<file path="src/rtl/alu_seq.sv">
// alu_seq: multi-cycle WIDTH-bit ALU with start/done handshake, registered result and C/V/H/Z/N flags.
// Define ALU_SEQ_DECIMAL_EN to build the nibble-serial BCD SUM/SUB path (DEC state); otherwise i_decimal is ignored.
module alu_seq #(
  parameter int WIDTH = 8
) (
  input  logic             i_clk,
  input  logic             i_reset_n,
  input  logic             i_start,
  input  logic [2:0]       i_op,
  input  logic [WIDTH-1:0] i_a,
  input  logic [WIDTH-1:0] i_b,
  input  logic             i_carry,
  input  logic             i_decimal,
  output logic             o_busy,
  output logic             o_done,
  output logic [WIDTH-1:0] o_result,
  output logic             o_carry,
  output logic             o_overflow,
  output logic             o_half_carry,
  output logic             o_zero,
  output logic             o_negative
);

  localparam logic [2:0] OP_SUM = 3'b000;
  localparam logic [2:0] OP_SUB = 3'b001;
  localparam logic [2:0] OP_AND = 3'b010;
  localparam logic [2:0] OP_EOR = 3'b011;
  localparam logic [2:0] OP_OR  = 3'b100;
  localparam logic [2:0] OP_SRS = 3'b101;
  localparam logic [2:0] OP_SLS = 3'b110;

  typedef enum logic [1:0] {
    IDLE = 2'd0,
`ifdef ALU_SEQ_DECIMAL_EN
    DEC  = 2'd1,
`endif
    DONE = 2'd2
  } state_t;

  state_t           state_q;
  logic             busy_q, done_q;
  logic [WIDTH-1:0] result_q;
  logic             carry_q, ovf_q, half_q, zero_q, neg_q;

  // Single-cycle binary datapath, evaluated directly on the live operands
  logic [WIDTH-1:0] b_eff;
  logic [WIDTH:0]   add_full;
  logic [3:0]       low_sum_unused;
  logic             add_h, add_v;
  logic [WIDTH-1:0] bin_r;
  logic             bin_c, bin_v, bin_h;

  always_comb begin
    b_eff    = (i_op == OP_SUB) ? ~i_b : i_b;
    add_full = {1'b0, i_a} + {1'b0, b_eff} + (WIDTH+1)'(i_carry);
    {add_h, low_sum_unused} = {1'b0, i_a[3:0]} + {1'b0, b_eff[3:0]} + 5'(i_carry);
    add_v    = (i_a[WIDTH-1] == b_eff[WIDTH-1]) & (add_full[WIDTH-1] != i_a[WIDTH-1]);
    bin_r    = '0;
    bin_c    = 1'b0;
    bin_v    = 1'b0;
    bin_h    = 1'b0;
    case (i_op)
      OP_SUM, OP_SUB: begin
        bin_r = add_full[WIDTH-1:0];
        bin_c = add_full[WIDTH];
        bin_v = add_v;
        bin_h = add_h;
      end
      OP_AND: bin_r = i_a & i_b;
      OP_EOR: bin_r = i_a ^ i_b;
      OP_OR:  bin_r = i_a | i_b;
      OP_SRS: begin
        bin_r = {i_carry, i_a[WIDTH-1:1]};
        bin_c = i_a[0];
      end
      OP_SLS: begin
        bin_r = {i_a[WIDTH-2:0], i_carry};
        bin_c = i_a[WIDTH-1];
      end
      default: ;
    endcase
  end

`ifdef ALU_SEQ_DECIMAL_EN
  localparam int NIBS = WIDTH / 4;
  localparam int NW   = (NIBS > 1) ? $clog2(NIBS) : 1;
  localparam logic [NW-1:0] LAST_NIB = NW'(NIBS - 1);

  // One BCD digit step; returns {carry_out, digit}. Non-BCD digits simply wrap mod 16.
  function automatic logic [4:0] bcd_nib(input logic [3:0] a, input logic [3:0] b,
                                         input logic cin, input logic sub);
    logic [5:0] s;
    logic       cout;
    if (sub) begin
      s = {2'b00, a} - {2'b00, b} - 6'(~cin);
      cout = ~s[5];
      if (s[5]) s = s + 6'd10;
    end else begin
      s = {2'b00, a} + {2'b00, b} + 6'(cin);
      cout = (s > 6'd9);
      if (cout) s = s + 6'd6;
    end
    return {cout, s[3:0]};
  endfunction

  logic             dec_req;
  logic [NW-1:0]    nib_q;
  logic [WIDTH-1:0] a_q, b_q, dres_q, dres_d;
  logic             dc_q, sub_q, dh_q, dv_q;
  logic [4:0]       nib_out;

  assign dec_req = i_decimal & ((i_op == OP_SUM) | (i_op == OP_SUB));

  always_comb begin
    nib_out = bcd_nib(4'(a_q >> {nib_q, 2'b00}), 4'(b_q >> {nib_q, 2'b00}), dc_q, sub_q);
    dres_d  = dres_q | (WIDTH'(nib_out[3:0]) << {nib_q, 2'b00});
  end

  // Operand latches and digit carry chain; pure datapath, no reset needed
  always_ff @(posedge i_clk) begin
    if (state_q == IDLE && i_start) begin
      a_q    <= i_a;
      b_q    <= i_b;
      dc_q   <= i_carry;
      sub_q  <= (i_op == OP_SUB);
      dv_q   <= bin_v;
      dres_q <= '0;
    end else if (state_q == DEC) begin
      dc_q   <= nib_out[4];
      dres_q <= dres_d;
      if (nib_q == '0) dh_q <= nib_out[4];
    end
  end
`else
  logic decimal_unused;
  assign decimal_unused = i_decimal;
`endif

  always_ff @(posedge i_clk or negedge i_reset_n) begin
    if (!i_reset_n) begin
      state_q  <= IDLE;
      busy_q   <= 1'b0;
      done_q   <= 1'b0;
      result_q <= '0;
      carry_q  <= 1'b0;
      ovf_q    <= 1'b0;
      half_q   <= 1'b0;
      zero_q   <= 1'b0;
      neg_q    <= 1'b0;
`ifdef ALU_SEQ_DECIMAL_EN
      nib_q    <= '0;
`endif
    end else begin
      done_q <= 1'b0;
      case (state_q)
        IDLE: begin
          if (i_start) begin
            busy_q <= 1'b1;
`ifdef ALU_SEQ_DECIMAL_EN
            if (dec_req) begin
              state_q <= DEC;
              nib_q   <= '0;
            end else
`endif
            begin
              state_q  <= DONE;
              done_q   <= 1'b1;
              result_q <= bin_r;
              carry_q  <= bin_c;
              ovf_q    <= bin_v;
              half_q   <= bin_h;
              zero_q   <= (bin_r == '0);
              neg_q    <= bin_r[WIDTH-1];
            end
          end
        end
`ifdef ALU_SEQ_DECIMAL_EN
        DEC: begin
          nib_q <= nib_q + NW'(1);
          if (nib_q == LAST_NIB) begin
            state_q  <= DONE;
            done_q   <= 1'b1;
            nib_q    <= '0;
            result_q <= dres_d;
            carry_q  <= nib_out[4];
            ovf_q    <= dv_q;
            half_q   <= (nib_q == '0) ? nib_out[4] : dh_q;
            zero_q   <= (dres_d == '0);
            neg_q    <= dres_d[WIDTH-1];
          end
        end
`endif
        DONE: begin
          state_q <= IDLE;
          busy_q  <= 1'b0;
        end
        default: begin
          state_q <= IDLE;
          busy_q  <= 1'b0;
        end
      endcase
    end
  end

  assign o_busy       = busy_q;
  assign o_done       = done_q;
  assign o_result     = result_q;
  assign o_carry      = carry_q;
  assign o_overflow   = ovf_q;
  assign o_half_carry = half_q;
  assign o_zero       = zero_q;
  assign o_negative   = neg_q;

endmodule

</file>
<file path="config.mk">
export PLATFORM = sky130hd
export DESIGN_NAME = alu_seq
export DESIGN_NICKNAME = d
export VERILOG_FILES = /design/src/rtl/alu_seq.sv
export SDC_FILE = /design/constraint.sdc
export NUM_CORES = 1
export LEC_CHECK = 0
export ABC_AREA = 1
export CORE_ASPECT_RATIO = 1.5
export CORE_MARGIN = 2
export CORE_UTILIZATION = 47
export DETAILED_ROUTE_END_ITERATION = 10
export GPL_TIMING_DRIVEN = 0
export PLACE_DENSITY = 0.86
export SYNTH_ARGS = -nofsm -noshare
export SYNTH_HDL_FRONTEND = slang
export SYNTH_SLANG_ARGS = --single-unit
</file>
<file path="constraint.sdc">
create_clock -name i_clk -period 1.2 [get_ports i_clk]
set_input_delay 0.24 -clock i_clk [delete_from_list [all_inputs] [get_ports i_clk]]
set_output_delay 0.24 -clock i_clk [all_outputs]
set_load 0.1 [all_outputs]
</file>
# ---- Word-level counts from Yosys, hierarchy flattened
# Cells that the tools add are included.
dict set report word_totals {
  inputBits 24
  wordCells 43
  out_inout_bits 15
  register_bits 17
}
dict set report classes {
  eq_ne 9
  n_mux 11
  n_bitwise 5
  add_sub_neg 4
  reduce_logical 5
}
# op n
set op_table {}
lappend op_table {{case mux 8 bit (6 select lines)} 1}
lappend op_table {{adder 8 x 8 -> 9 bit} 1}
lappend op_table {{adder 9 x 1 -> 9 bit} 1}
lappend op_table {{equality test 3 bit (second input constant)} 3}
lappend op_table {{AND 8 bit} 1}
lappend op_table {{logical NOT 8 bit} 1}
lappend op_table {{2-to-1 mux 8 bit} 1}
lappend op_table {{inverter 8 bit} 1}
lappend op_table {{OR 8 bit} 1}
lappend op_table {{bitwise XOR 8 bit} 1}
lappend op_table {{equality test 3 x 2 -> 1 bit (second input constant)} 2}
lappend op_table {{2-to-1 mux 1 bit} 6}
lappend op_table {{adder 4 x 4 -> 5 bit} 1}
lappend op_table {{adder 5 x 1 -> 5 bit} 1}
lappend op_table {{2-to-1 mux 2 bit} 2}
lappend op_table {{equality test 3 x 1 -> 1 bit (second input constant)} 1}
lappend op_table {{logical NOT 3 bit} 1}
lappend op_table {{case mux 1 bit (3 select lines)} 1}
lappend op_table {{logical NOT 2 bit} 1}
lappend op_table {{inequality test 2 bit (second input constant)} 1}
lappend op_table {{AND reduction 2 bit} 1}
lappend op_table {{OR reduction 2 bit} 1}
lappend op_table {{AND 1 bit} 1}
lappend op_table {{equality test 1 bit} 1}
lappend op_table {{inequality test 1 bit} 1}

# ---- Longest topological paths before layout
dict set report logic_depth {
  ltp_word 7
  depth_mapped 17
}

# ---- Worst setup path before layout
# Ideal clock, no wire load.
dict set report synth_timing {
  path_type {in2reg}
  startpoint {input port i_op[1]}
  endpoint {register zero_q, in the netlist o_zero}
  cell_stages 16
  slack_ps -1232
  arrival_ps 2364
  path_cell_list {buf_6 -> nor2_1 -> nand2_2 -> xor2_1 -> fa_1 -> fa_1 -> inv_1 -> nand2_1 -> nand3_1 -> nor2_1 -> nand2_1 -> nor2_1 -> nand2_1 -> nor2_1 -> nand2_1 -> nand2_1}
}
dict set report synth_between {
  elab_chain_len 6
  word_cells_on_any_way 13
}
# item line
set synth_lines {}
lappend synth_lines {{start, declared} 9} ;# input logic [2:0] i_op,
lappend synth_lines {{equality test 3 x 1 -> 1 bit} {54, 62}}
lappend synth_lines {{2-to-1 mux 8 bit} 54} ;# b_eff = (i_op == OP_SUB) ? ~i_b : i_b;
lappend synth_lines {{adder 8 x 8 -> 9 bit} 55} ;# add_full = {1'b0, i_a} + {1'b0, b_eff} + (WIDTH+1)'(i_carry);
lappend synth_lines {{adder 9 x 1 -> 9 bit} 55}
lappend synth_lines {{case mux 8 bit (6 select lines) *} 62} ;# case (i_op)
lappend synth_lines {{logical NOT 8 bit *} 172} ;# zero_q <= (bin_r == '0);
lappend synth_lines {{end signal, assigned} 172}
lappend synth_lines {{end, declared} 43} ;# logic carry_q, ovf_q, half_q, zero_q, neg_q;
# Every way passes the cells marked *; elsewhere a longest branch is shown, timed or not.
# A chain may end at the register's enable or synchronous reset.

# ---- Worst setup path in the final report
# Same ends and word-level chain as after synthesis.

==> impl_metrics.ini <==
[pwr]
switchingPower_mw = 1.30
pwr_density_cell_mw_per_mm2 = 1050
seq_power_share_pct = 22.0
power.internal_mw = 1.35
pwr-share-clk_pct = 17.3
leakagePower_nw = 1.32
p_sw_share_pct = 49.0
p_total_mw = 2.65
power_frac_comb_pct = 60.6
vdd.ir_drop.worst_mv = 0.761

[synth]
synth_top_family_by_area = simple AND/OR/NAND/NOR gates
synth_xor_xnor_area_share_pct = 4.38
yosysWarnings = 0
avgSynthCellArea_um2 = 6.89
synthMuxAreaShare_pct = 0
synth.distinct_cells = 28
synth_edf_count = 0
ys_ff_latch = 14
synth_compound_area_share_pct = 8.56
netlist_area_mm2 = 0.00180
ys_seq_area_share_pct = 19.5
syn_inst = 261
synth_nets = 310
ys.flop_type = dfrtp_1
ys_async_sr_fraction_pct = 100
synthAdderAreaFrac_pct = 18.2
yosys.area_share.simple_pct = 34.7

[setup_path]
critPathMostFrequentCell = nand2_1
worstPathMaxFanout = 3
cp_top_family = adder cells
worst_ep_arrival_time_ns = 2.48
start_kind = primary input
crit_required_ns = 1.39
crit_type = in -> reg
crit_chain = buf_6 > buf_12 > nor2_4 > nand2_4 > xor2_2 > fa_2 > fa_2 > inv_1 > nand2_1 > nand3_2 > nor2_2 > nand2_1 > nor2_1 > nand2_1 > nor2_1 > nand2_1 > nand2_1
critPathMaxStageDelay_ns = 0.53
crit_buf_inv = 3
cp_slowest_cell = fa_2
cp-end-kind = flop

[routing]
drt_first_pass_iters = 4
drtIter0Drc = 87
via_per_inst = 5.52
vias = 1972
drc = 0
wl_mm = 4.95
ant_nets = 0
post_drt_wl_per_cell_um = 13.9

[sta]
relSlewSlack_pct = 61.0
finalHoldViolations = 0
rsz0062_at_grt = true
timing.final.crit_share_pct = 191
fmax_mhz = 437
final-max-slew-violation-count = 0
tightest_slew_ns = 0.583
finalSetupViolations = 13
post-route-min-period_ns = 2.29
clock_skew_ns = 0.00199
worst_slack_ns = -1.09
hold_slack_ns = 0.361

[min_path]
min_path_type = in -> async

[placement]
dpl-instance-area_mm2 = 0.00226
io_buffers = 37
post-dp-hpwl_mm = 3.63
gp_congestion = 0.893
placed_cells = 341

[clock_network]
tritoncts = yes
clock_sinks = 14
cts_made_buffers = 3
cts_root_buf = clkbuf_8
postCtsHoldBufs = 0
clk_pin_slew_worst_paths_ns = 0.06
h-tree-depth = 1
clock_latency_ns = 0.25
clockBufferDepth = 2

[finish]
layout_common_cells = 48 x nand2_1, 37 x inv_1, 23 x buf_4
fin_area_mm2 = 0.00253
final_common_cell = nand2_1
antenna_cells = 0
drive_above_1_share_pct = 29.6
synthToLayoutAreaGrowth_pct = 40.6
fillers = 323
stdcell_count = 357
nets = 364

[floorplan]
die_y_um = 79.8
core_area_mm2 = 0.00368
ios = 39
die-width_um = 54.5
start_util_pct = 48.8
row_count = 27
dieArea_mm2 = 0.00435

[status]
status = finished with violations
violations = setup timing

[job]
cap_violations = 0

[grt]
grt_pass1_wl_mm = 7.67
grt.overflow.total = 0
grt_pass1_vias = 1851
antenna_found_initial = 0
grt_usage_pct = 23.4
grt_max_degree = 15
power groups by stage:
stage / registers (mW) / logic [mW] / clock network [mW]
detailed placement: 0.589 / 1.43 / 0
global route: 0.593 / 1.71 / 0.479
global placement: 0.585 / 1.41 / 0
finish: 0.584 / 1.61 / 0.459
floorplan: 1.08 / 0.568 / 0
CTS: 0.584 / 1.51 / 0.465
flip-flops by register name, summed over array words and instances (netlist names):
signal	count
o_carry	1
o_done	1
o_half_carry	1
o_overflow	1
o_result	8
o_zero	1
state_q	1
area by class of cell:
cell class	count	area [µm²]	share of cell area [%]
clock buffers	4	55.1	2.18
flip-flops and latches	14	355	14.1
multi-input cells	193	1340	52.9
well taps	43	53.8	2.13
inverters	44	165	6.53
plain buffers	10	110	4.36
repair buffers	49	452	17.9
routing by layer:
| layer | vias up | track usage [%] | routed length [µm] |
|---|---|---|---|
| met4 | 0 | 13.8 | 136 |
| met2 | 50 | 43.0 | 2780 |
| li1 | 967 | - | - |
| met1 | 944 | 24.3 | 1870 |
| met3 | 11 | 1.50 | 166 |
| met5 | - | 0 | 0 |
timing repair:
| item | in CTS | in global routing |
|---|---|---|
| endpoints found under the setup margin | 27 | 14 |
| gates cloned | 0 | 0 |
| resized for setup | 129 | 28 |
| endpoints found under the hold margin | 0 | 0 |
| setup buffers | 9 | 6 |
| pin swaps | 18 | 25 |
synth_stat cells, types with 5 or more instances:
library cell	count	area, µm²
inv_1	42	158
xor2_1	9	78.8
a31oi_1	5	31.3
nand2_1	56	210
nand3_1	25	125
o21ai_0	6	30.0
a21oi_1	5	25.0
nor2_1	21	78.8
ha_1	23	288
nand4_1	20	125
dfrtp_1	14	350
cells by family (layout without fill, tap and decap cells):
group | Yosys count | count (layout)
DFF | 14 | 14
AOI/OAI and AO/OA | 24 | 24
and+or+nand+nor | 135 | 135
adders and majority gates | 25 | 25
buffers and inverters | 54 | 107
xor gates and xnor gates | 9 | 9
stage by stage:
stage	util (%)	setup TNS, ns	setup slack, ns
3_5_place_dp	61.4	-26.12	-1.84
6_report	68.6	-9.49	-1.09
5_1_grt	68.6	-10.71	-1.22
4_1_cts	65.5	-9.62	-1.14
2_1_floorplan	-	-8.76	-1.01
3_3_place_gp	61.4	-25.37	-1.81
final timing paths:
check	to	cells past startpoint	slack, ns	startpoint
max in group asynchronous	o_result[7]	1	0.41	i_reset_n
max reg2reg	o_zero	7	-0.03	state_q[1]
min	o_overflow	1	0.36	i_reset_n
min reg2reg	o_zero	2	0.47	o_zero
max	o_zero	17	-1.09	i_op[1]
min in group i_clk	o_zero	2	0.47	o_zero
worst reg2reg max path, cell delays in order (launching register included):
cell and delay, ns:
dfrtp_2 0.43, nor2_4 0.23, nand3_2 0.13, nor2_1 0.10
nand2_1 0.07, nor2_1 0.10, nand2_1 0.06, nand2_1 0.06
Note: power is estimated with default switching activity, not from simulation.
==> edit, RTL diff (same flow settings) <==
Add a define of `ALU_SEQ_DECIMAL_EN`.
--- a/src/rtl/alu_seq.sv
+++ b/src/rtl/alu_seq.sv
@@ -1,5 +1,7 @@
 // alu_seq: multi-cycle WIDTH-bit ALU with start/done handshake, registered result and C/V/H/Z/N flags.
 // Define ALU_SEQ_DECIMAL_EN to build the nibble-serial BCD SUM/SUB path (DEC state); otherwise i_decimal is ignored.
+`define ALU_SEQ_DECIMAL_EN
+
 module alu_seq #(
   parameter int WIDTH = 8
 ) (
Behaviour: not the same (a bounded check fails within 4 cycles, from zero or initial values and one cycle with i_reset_n low).
==> edit against the unedited design <==
The flow still finishes with violations (setup timing). Sequential cell count is 31 higher. Routed wire length is 120% higher. Highest routed layer unchanged. Critical endpoint unchanged. Worst setup slack worse by 0.85 ns. Power grew to 5.3 times the old value. Final cell count is 68% higher. Area after synthesis is 90% higher. Synthesized cell count is 68% higher. Global-route usage is 2.0 points higher. Cell area is 96% higher.
==> edit: results (changes against the unedited design) <==
.. list-table::
   :header-rows: 1

   * - Metric
     - Value
   * - Status
     - complete, but fails checks
   * - Failing checks
     - setup timing
   * - Total via count in the routed design
     - 3,552 (+80%)
   * - Count of fill cells added during filler insertion
     - 481 (+49%)
   * - Cell type group with the largest total delay on the critical path
     - simple AND/OR/NAND/NOR gates
   * - Instance count after placement with tap cells included
     - 556 (+63%)
   * - Total of clock buffers placed in the layout
     - 7 (+3)
   * - Multi-input logic area
     - 2370 um^2 (+78%)
   * - Utilization after layout
     - 69.6% (+0.94 points)
   * - Largest incremental delay on the critical path
     - 0.43 ns (-0.10 ns)
   * - Most numerous cell types in the synthesized netlist
     - nand2_1, inv_1, nor2_1
   * - Fin worst setup slack
     - -1.94 ns (-0.850 ns)
   * - Number of storage elements in the synthesis netlist
     - 45 (+31)
   * - Non-clock inverters
     - 71 (+61%)
   * - Final GP Congestion
     - 0.930 (+4.2%)
   * - Sequential element share of the synthesized area
     - 34.7% (+15 points)
   * - Number of enable-type register cells in the synthesized netlist
     - 20 (+20)
   * - Share of flip-flops with an asynchronous set or reset after synthesis
     - 37.8% (-62 points)
   * - Combinational fraction of design power
     - 76.2% (+16 points)
   * - Final setup skew
     - 0.0204 ns (+0.0184 ns)
   * - Top cells by area in the synthesized netlist
     - edfxtp_1, dfrtp_1, ha_1
   * - Maximum fanout count along the critical path
     - 5 (+2)
   * - Type of the most critical hold path
     - input pin to flop
   * - Total half-perimeter wirelength after legalization and detailed placement
     - 6.77 mm (+86%)
   * - First-pass GRT wire length
     - 15.5 mm (+100%)
   * - Multi-input combinational gate total
     - 315 (+63%)
   * - Number of cells traversed by the worst register-to-register path
     - 20 (+13)
   * - Net Switching
     - 7.32 mW (+460%)
   * - Top_reg_cell synth
     - edfxtp_1
   * - Global Route Usage Sum
     - 25.4% (+2.0 points)
   * - Vias in the first global route
     - 3,465 (+87%)
   * - Total setup violations reported at the end of the flow
     - 50 (+37)
   * - Number of nets at the end of the flow
     - 581 (+60%)
   * - Proportion of layout cells with a drive suffix above 1
     - 32.9% (+3.3 points)
   * - Cell area after placement
     - 4110 um^2 (+82%)
   * - CTS-repair resized insts
     - 180 (+40%)
   * - Setup WS pre-CTS
     - -2.37 ns (-0.527 ns)
   * - Static leakage power
     - 2.23 nW (+70%)
   * - Cell count after synthesis
     - 439 (+68%)
   * - Data arrival at the endpoint of the critical path
     - 3.38 ns (+0.90 ns)
   * - Pin count of the biggest net entering global routing
     - 27 (+12)
   * - Sequential Power
     - 2.27 mW (+290%)
   * - Maximum vdd ir drop
     - 2.00 mV (+160%)
   * - Setup TNS
     - -35.22 ns (-25.72 ns)
   * - Routed wire length
     - 10.9 mm (+120%)
   * - Critical path class
     - flop to flop
   * - Tightest hold margin
     - 0.235 ns (-0.126 ns)
   * - Share of the final layout cell area in sequential cells
     - 24.0% (+9.9 points)
   * - Master of the slowest instance on the critical path
     - fa_1
   * - Proportion of final cell area spent on non-clock buffers
     - 17.5% (-4.7 points)
   * - Layout buffer count excluding clock buffers
     - 80 (+36%)
==> edit: cell count changes in the layout (fill, tap and decap cells not counted), sizes merged, moves of 7 or more <==
cell	change
a21oi	+23
buf	+20
dfxtp	+8
edfxtp	+20
ha	+11
inv	+25
nand2	+32
nand4	-14
nor2	+13
o21ai	+21
o22ai	+7
or2	+7
==> edit: routing by layer <==
metal	vias to the layer above	part of all wire, %	global-route usage [%]
li1	1622	-	-
met1	1679	33	25.2
met2	185	54	44.6
met3	66	6.0	4.19
met4	0	7.3	20.9
met5	-	0	0
==> edit: cells by family (layout without fill, tap and decap cells) <==
logic type | after synthesis | after routing | share of synthesized area (%)
mux | 1 | 1 | 0.293
simple gates | 180 | 180 | 23.3
xor+xnor | 11 | 11 | 2.82
buf+inv | 79 | 159 | 9.26
flops | 45 | 45 | 34.7
fa+ha+maj | 39 | 39 | 15.4
compound gates | 84 | 84 | 14.2
